===== config.mk =====
export PLATFORM = sky130hd
export DESIGN_NAME = uart_tx_fifo
export DESIGN_NICKNAME = d
export VERILOG_FILES = /design/src/rtl/uart_pkg.sv /design/src/rtl/sync_fifo.sv /design/src/rtl/uart_tx_fifo.sv
export SDC_FILE = /design/constraint.sdc
export NUM_CORES = 1
export LEC_CHECK = 0
export ABC_AREA = 1
export BUFFER_PORTS_ARGS = -buffer_cell sky130_fd_sc_hd__buf_2
export CAP_MARGIN = 10
export CELL_PAD_IN_SITES_DETAIL_PLACEMENT = 0
export CELL_PAD_IN_SITES_GLOBAL_PLACEMENT = 1
export CORE_ASPECT_RATIO = 0.5
export CORE_MARGIN = 1
export CORE_UTILIZATION = 54
export DETAILED_ROUTE_END_ITERATION = 12
export HOLD_SLACK_MARGIN = 0.15
export PLACE_DENSITY_LB_ADDON = 0.1
export SLEW_MARGIN = 20
export SYNTH_ARGS = -nofsm -noshare
export SYNTH_HDL_FRONTEND = slang
export SYNTH_HIERARCHICAL = 1
export SYNTH_SLANG_ARGS = --single-unit

===== constraint.sdc =====
create_clock -name clk -period 3.5 [get_ports clk]
set_input_delay 0.525 -clock clk [delete_from_list [all_inputs] [get_ports clk]]
set_output_delay 0.525 -clock clk [all_outputs]
set_load 0.02 [all_outputs]

===== src/rtl/uart_pkg.sv =====
// Shared UART definitions: parity modes, transmit FSM encoding, frame-length helper.
// Latency: n/a (declarations only).
// Backpressure: n/a.
package uart_pkg;

    localparam int PAR_NONE = 0;
    localparam int PAR_EVEN = 1;
    localparam int PAR_ODD  = 2;

    typedef enum logic [2:0] {
        S_IDLE   = 3'd0,
        S_START  = 3'd1,
        S_DATA   = 3'd2,
        S_PARITY = 3'd3,
        S_STOP   = 3'd4
    } tx_state_t;

    // Number of bit periods in one frame: start + data + optional parity + stop.
    function automatic int frame_bits(input int data_bits, input int parity, input int stop_bits);
        return 1 + data_bits + ((parity != PAR_NONE) ? 1 : 0) + stop_bits;
    endfunction

endpackage


===== src/rtl/sync_fifo.sv =====
// Single-clock FIFO with first-word fall-through read data (head visible on o_rd_data).
// Latency: a write is visible at the head one cycle after the write edge.
// Backpressure: writes are dropped while full (even with a same-cycle read); reads ignored while empty.
//
// Ports: i_clk, i_rst_n (sync, active-low), i_wr_en/i_wr_data, i_rd_en/o_rd_data,
//        o_full, o_empty, o_count (0..DEPTH).
module sync_fifo #(
    parameter int WIDTH = 8,
    parameter int DEPTH = 16
) (
    input  logic                     i_clk,
    input  logic                     i_rst_n,
    input  logic                     i_wr_en,
    input  logic [WIDTH-1:0]         i_wr_data,
    input  logic                     i_rd_en,
    output logic [WIDTH-1:0]         o_rd_data,
    output logic                     o_full,
    output logic                     o_empty,
    output logic [$clog2(DEPTH):0]   o_count
);

    localparam int AW = $clog2(DEPTH);

    logic [WIDTH-1:0] r_mem [DEPTH];
    logic [AW-1:0]    r_wr_ptr;
    logic [AW-1:0]    r_rd_ptr;
    logic [AW:0]      r_count;
    logic             w_wr;
    logic             w_rd;

    assign o_full    = (r_count == (AW+1)'(DEPTH));
    assign o_empty   = (r_count == '0);
    assign o_count   = r_count;
    assign o_rd_data = r_mem[r_rd_ptr];

    // Full is judged on the current count, so a read in the same cycle does not open a slot.
    assign w_wr = i_wr_en && !o_full;
    assign w_rd = i_rd_en && !o_empty;

    always_ff @(posedge i_clk) begin
        if (!i_rst_n) begin
            r_wr_ptr <= '0;
            r_rd_ptr <= '0;
            r_count  <= '0;
        end else begin
            if (w_wr) r_wr_ptr <= r_wr_ptr + 1'b1;
            if (w_rd) r_rd_ptr <= r_rd_ptr + 1'b1;
            case ({w_wr, w_rd})
                2'b10:   r_count <= r_count + 1'b1;
                2'b01:   r_count <= r_count - 1'b1;
                default: r_count <= r_count;
            endcase
        end
    end

    // Storage carries no reset; pointers alone define what is valid.
    always_ff @(posedge i_clk) begin
        if (w_wr) r_mem[r_wr_ptr] <= i_wr_data;
    end

endmodule


===== src/rtl/uart_tx_fifo.sv =====
// UART transmitter fed by a FIFO; queued words are sent back-to-back with no idle gap.
// Latency: word pushed into an empty FIFO at edge N drives the start bit from edge N+1.
// Backpressure: in_ready = not-full; a push while full is refused even if a pop coincides.
//
// Ports: clk, rst (sync, active-low), in_valid/in_ready/in_data (push side),
//        tx (serial line, idles high), busy, frame_done (pulse on last clk of frame),
//        fifo_count (queued words, frame in flight excluded).
module uart_tx_fifo
    import uart_pkg::*;
#(
    parameter int CLKS_PER_BIT = 868,
    parameter int DATA_BITS    = 8,
    parameter int PARITY       = 0,
    parameter int STOP_BITS    = 1,
    parameter int FIFO_DEPTH   = 16
) (
    input  logic                          clk,
    input  logic                          rst,
    input  logic                          in_valid,
    output logic                          in_ready,
    input  logic [DATA_BITS-1:0]          in_data,
    output logic                          tx,
    output logic                          busy,
    output logic                          frame_done,
    output logic [$clog2(FIFO_DEPTH):0]   fifo_count
);

    localparam int CW = $clog2(CLKS_PER_BIT);
    localparam int BW = $clog2(DATA_BITS);
    localparam logic [CW-1:0] CNT_LAST   = CW'(CLKS_PER_BIT - 1);
    localparam logic [CW-1:0] CNT_PENULT = CW'(CLKS_PER_BIT - 2);
    localparam logic [BW-1:0] LAST_DATA  = BW'(DATA_BITS - 1);
    localparam logic [BW-1:0] LAST_STOP  = BW'(STOP_BITS - 1);

    tx_state_t              r_state;
    logic [CW-1:0]          r_cnt;
    logic [BW-1:0]          r_idx;     // data bit index in DATA, stop bit index in STOP
    logic [DATA_BITS-1:0]   r_shift;
    logic                   r_par;
    logic                   r_tx;
    logic                   r_busy;
    logic                   r_done;

    logic                   w_full;
    logic                   w_empty;
    logic [DATA_BITS-1:0]   w_rd_data;
    logic                   w_bit_end;
    logic                   w_pop;

    assign w_bit_end = (r_cnt == CNT_LAST);

    // Pop from IDLE on any edge with data, or at the very end of the last stop bit to chain.
    assign w_pop = !w_empty &&
                   ((r_state == S_IDLE) ||
                    (r_state == S_STOP && w_bit_end && r_idx == LAST_STOP));

    sync_fifo #(
        .WIDTH (DATA_BITS),
        .DEPTH (FIFO_DEPTH)
    ) u_fifo (
        .i_clk     (clk),
        .i_rst_n   (rst),
        .i_wr_en   (in_valid),
        .i_wr_data (in_data),
        .i_rd_en   (w_pop),
        .o_rd_data (w_rd_data),
        .o_full    (w_full),
        .o_empty   (w_empty),
        .o_count   (fifo_count)
    );

    assign in_ready   = !w_full;
    assign tx         = r_tx;
    assign busy       = r_busy;
    assign frame_done = r_done;

    always_ff @(posedge clk) begin
        if (!rst) begin
            r_state <= S_IDLE;
            r_cnt   <= '0;
            r_idx   <= '0;
            r_shift <= '0;
            r_par   <= 1'b0;
            r_tx    <= 1'b1;
            r_busy  <= 1'b0;
            r_done  <= 1'b0;
        end else begin
            r_done <= 1'b0;
            // Baud divider restarts on every bit boundary, i.e. on every state entry.
            if (r_state != S_IDLE) r_cnt <= w_bit_end ? '0 : r_cnt + 1'b1;

            case (r_state)
                S_IDLE: begin
                    if (w_pop) begin
                        r_state <= S_START;
                        r_shift <= w_rd_data;
                        r_par   <= (^w_rd_data) ^ (PARITY == PAR_ODD);
                        r_tx    <= 1'b0;
                        r_busy  <= 1'b1;
                    end
                end

                S_START: begin
                    if (w_bit_end) begin
                        r_state <= S_DATA;
                        r_idx   <= '0;
                        r_tx    <= r_shift[0];
                    end
                end

                S_DATA: begin
                    if (w_bit_end) begin
                        if (r_idx == LAST_DATA) begin
                            if (PARITY != PAR_NONE) begin
                                r_state <= S_PARITY;
                                r_tx    <= r_par;
                            end else begin
                                r_state <= S_STOP;
                                r_idx   <= '0;
                                r_tx    <= 1'b1;
                            end
                        end else begin
                            // LSB first: the next bit is always one above the current head.
                            r_idx   <= r_idx + 1'b1;
                            r_shift <= r_shift >> 1;
                            r_tx    <= r_shift[1];
                        end
                    end
                end

                S_PARITY: begin
                    if (w_bit_end) begin
                        r_state <= S_STOP;
                        r_idx   <= '0;
                        r_tx    <= 1'b1;
                    end
                end

                S_STOP: begin
                    // Registered pulse: raise it one cycle early so it lands on the final clk.
                    if (r_idx == LAST_STOP && r_cnt == CNT_PENULT) r_done <= 1'b1;
                    if (w_bit_end) begin
                        if (r_idx != LAST_STOP) begin
                            r_idx <= r_idx + 1'b1;
                        end else if (w_pop) begin
                            r_state <= S_START;
                            r_shift <= w_rd_data;
                            r_par   <= (^w_rd_data) ^ (PARITY == PAR_ODD);
                            r_tx    <= 1'b0;
                        end else begin
                            r_state <= S_IDLE;
                            r_busy  <= 1'b0;
                        end
                    end
                end

                default: begin
                    r_state <= S_IDLE;
                    r_tx    <= 1'b1;
                    r_busy  <= 1'b0;
                end
            endcase
        end
    end

endmodule

==> results.txt <==
The number of cells upsized or downsized after cts came out at 0. The synthesized cell area came out at around 7600 um2. The first global-routing pass estimated 24.41 mm of wire. The count of unique library cells instantiated by Yosys is 37.

The initial antenna violation count was 0. The floorplan step defined a die boundary enclosing 14,570 um2. The TritonCTS clock tree is yes. The number of clock buffers added by TritonCTS is 17. In this run the count of I/O pins placed on the die edge is 20.

At the end of routability-driven placement, the weighted congestion stood at 0.8449. The signal on the critical path passes through nor2_4 > nand2_1 > nand2_1 > nand2_2 > inv_1 > nand2_4 > inv_6 > ha_1 > xor2_1 > ha_1 > inv_1 > nand2_2 > nand2_2 > nand3_1 > nand3_1 > nand2_1 > inv_1. Headroom to the max-slew limit came out at 0.3285. The final cell count without fillers came out at between 900 and 1,000. The measured slew at the worst slew-check pin came out at around 1.0 ns. The power consumption is 6.195 mW. The cell sitting at the root of the clock tree is a sky130_fd_sc_hd__clkbuf_16.

The wire-length estimate of the detail-placed layout is 9.733 mm. The clock tree buffer depth came out at 2. For met1 alone, demand over resource in global routing was 0.3213.

Based on the critical path, the design can be clocked at up to about 0.37 GHz. The finished layout cell area came out at around 8400 um2. Setup repair after global routing left no endpoint under its margin. STA classifies the critical path endpoint as a register. The growth of design area from synthesis to finish came out at 10.56%. The most congested layer reported by global routing is met2.

Buffers added to address setup during post-CTS repair amount to 0. In the final routed layout, each cell accounts on average for 16.94 um. In this run the vertical extent of the chip is 85.85 um. Averaged over all synthesized cells, the footprint is 10.86 um2.

The required time of the critical path came out at approximately 3.8 ns. Global routing finished with a remaining overflow of 0. For this design, the slowest cell found on the critical path is sky130_fd_sc_hd__dfxtp_1. The worst setup path is launched from a register. Clock-pin slew was measured on the worst setup and hold paths at 0.07 ns.

The final hold slack came out at 0.4552 ns. Dividing the final minimum period by the clock period gives 0.7764. The min-delay analysis places its worst path in the category reg -> reg. The final max-slew violation count came to 0. The number of global-route vias before repair came to 4,613. The post-synthesis sequential element count is approximately 170.

The number of warnings printed during yosys synthesis came out at 6. The pin count of the biggest net entering global routing is a little over 70. The cell accounting for the most synthesized area is sky130_fd_sc_hd__edfxtp_1. The share of the synthesized area in the top cell type is 0.5062. The initial utilization of the core area, before any placement, comes to 0.5573.

The count of unresolved DRC violations after routing is 0. For this run, the slowest stage of the critical path takes about 0.37 ns. Dividing the detail-routed via count by the number of cells gives 5.450. 0 antenna diodes ended up in the layout. The post-layout net count is 741.

The global router's overall resource usage is 0.2294. The minimum period implied by the final worst setup slack is 2.717 ns. The number of hold-slack violations in the final timing report is 0. For this block, the routed nets add up to around 16 mm of wire. Data arrives at the worst endpoint at 3.04 ns. The cell count after synthesis came out at 699. For this design, the CTS-stage hold fixing added 0 buffers. The met2 usage is 0.3592.

Buffers placed on the I/O ports in this run total 19. In this run, the number of DRC markers left after iteration 0 of detailed routing was around 380. The routed layout has 5,025 vias.

The met3 capacity usage during global routing is 0.05168. The worst clock skew is 0.01294 ns. The core footprint came out at 13,630 um2. The leakage power is 3.170 nW. The number of nets still failing antenna checks after routing came out at 0. The power density over the cells is 737.9 nW/um2. The sequential element share of the synthesized area is 0.6222. The layout cell share with drive strength beyond 1 is 0.1260.

Sorting the synthesized cells by area gives the leading types as sky130_fd_sc_hd__edfxtp_1, sky130_fd_sc_hd__dfxtp_1, sky130_fd_sc_hd__mux2i_1. After routing, the total negative slack on setup checks comes to 0 ns. The highest fanout seen on the critical path came out at 16. The placement row count came out at 30. The worst-case vdd ir drop came out at roughly 0.38 mV. The max-capacitance violation count came out at 0.

The area of placed instances is 7828 um2. The number of placed instances, taps included came out at a little under 900. The net count of the mapped netlist is 723. Clock latency on the worst-skew pair, taken at its later pin, is 0.43 ns. The pre-antenna-repair detailed-routing pass consisted of 5 iterations. The flow ran to the end, and the final reports show no timing, DRC or antenna violations.

The depth of the CTS H-tree is 4. The clock net in this run drives a total of 172 sinks. Setup violations remaining at the end of the flow were counted as 0. The critical path in this run is classified as reg -> reg.

The horizontal die dimension is 169.7 um.
==> report_power, final <==
part / total, mW / switching, mW / internal [mW] / leakage [nW]
registers: 2.55 / 0.200 / 2.35 / 1.52
logic: 1.82 / 1.18 / 0.641 / 1.37
clock network: 1.83 / 0.876 / 0.950 / 0.283
total: 6.19 / 2.25 / 3.94 / 3.17
==> logic make-up (layout without fill, tap and decap cells) <==
group	after synthesis	after routing	share of synthesized area
and+or+nand+nor	212	212	0.1285
AOI/OAI and AO/OA	148	148	0.1112
xor gates and xnor gates	8	8	0.01022
buffers and inverters	113	144	0.06294
adders and majority gates	13	13	0.02142
DFF	172	172	0.6222
muxes	33	33	0.04350
==> through the flow <==
stage	utilization	setup slack (ns)
CTS	0.6162	0.7788
finish	0.6162	0.7826
global placement	0.5745	0.8939
floorplan	-	1.190
detailed placement	0.5745	0.8129
global route	0.6162	0.4778
==> final cells by class <==
cell class / count / area, um2
Clock inverter: 15 / 142.6
Fill cell: 1100 / 5230
Timing Repair Buffer: 24 / 132.6
Clock buffer: 17 / 425.4
Inverter: 88 / 335.3
Sequential cell: 172 / 4728
Tap cell: 192 / 240.2
Multi-Input combinational cell: 414 / 2391
==> state kept, by name (all words and copies together), names as in the netlist, named ones only <==
signal           count
r_shift              8
u_fifo/r_mem       128
u_fifo/o_count       5
r_cnt               10
tx                   1
frame_done           1
busy                 1
u_fifo/r_wr_ptr      4
r_idx                3
r_state              3
u_fifo/r_rd_ptr      4
==> synthesized netlist by cell type, drive strengths merged <==
cell      n
edfxtp  128
dfxtp    44
o21ai    55
a21oi    55
inv      87
o211ai   33
a31o      1
clkinv    1
or2       1
nor4b     1
nand2    92
xnor2     1
nor2     70
nor3      4
nand3    34
buf      13
a211oi    3
mux2i    33
o31ai     1
xor2      7
nand4    10
ha       13
clkbuf   12
==> worst paths after layout <==
kind	slack, ns	to	cells past startpoint	start
hold / removal	0.46	tx$_SDFFE_PN1P_	2	tx$_SDFFE_PN1P_
hold reg to reg	0.46	tx$_SDFFE_PN1P_	2	tx$_SDFFE_PN1P_
setup / recovery	0.78	u_fifo/o_count[4]$_SDFFE_PN0P_	17	r_state[0]$_SDFFE_PN0P_
setup reg to reg	0.78	u_fifo/o_count[4]$_SDFFE_PN0P_	17	r_state[0]$_SDFFE_PN0P_
==> placed cells by master, fill, tap and decap left out, types with 2 or more instances in the layout <==
master                      netlist  routed
sky130_fd_sc_hd__edfxtp_1       128     128
sky130_fd_sc_hd__nand2_1         82      82
sky130_fd_sc_hd__inv_1           78      78
sky130_fd_sc_hd__nor2_1          63      63
sky130_fd_sc_hd__a21oi_1         55      55
sky130_fd_sc_hd__dfxtp_1         44      43
sky130_fd_sc_hd__o21ai_0         41      41
sky130_fd_sc_hd__mux2i_1         33      33
sky130_fd_sc_hd__o211ai_1        33      33
sky130_fd_sc_hd__nand3_1         30      30
sky130_fd_sc_hd__buf_2            6      19
sky130_fd_sc_hd__clkbuf_16        0      17
sky130_fd_sc_hd__ha_1            13      13
sky130_fd_sc_hd__o21ai_1         12      12
sky130_fd_sc_hd__nand4_1         10      10
sky130_fd_sc_hd__inv_2            8       8
sky130_fd_sc_hd__inv_8            0       8
sky130_fd_sc_hd__nor2_2           6       6
sky130_fd_sc_hd__xor2_1           6       6
sky130_fd_sc_hd__nand2_2          5       5
sky130_fd_sc_hd__nand2_4          5       5
sky130_fd_sc_hd__buf_4            1       5
sky130_fd_sc_hd__nand3_2          4       4
sky130_fd_sc_hd__a211oi_1         3       3
sky130_fd_sc_hd__nor3_1           3       3
sky130_fd_sc_hd__inv_6            1       3
sky130_fd_sc_hd__o21ai_2          2       2
sky130_fd_sc_hd__clkinv_2         0       2
sky130_fd_sc_hd__clkinv_4         0       2
==> layer usage <==
metal  routed length [um]  up-vias
met5                    0        -
met3                  889        9
met4                  132        0
li1                     -     2462
met1                 7518     2436
met2                 7080      118
==> worst max-delay path, delay by kind of cell, from the launching register on <==
kind	cells	cell delay (ns)
simple gates	10	1.30
fa+ha+maj	2	0.46
flops	1	0.37
buf+inv	4	0.26
xor+xnor	1	0.21
No activity file was read; power rests on OpenSTA's default activity.
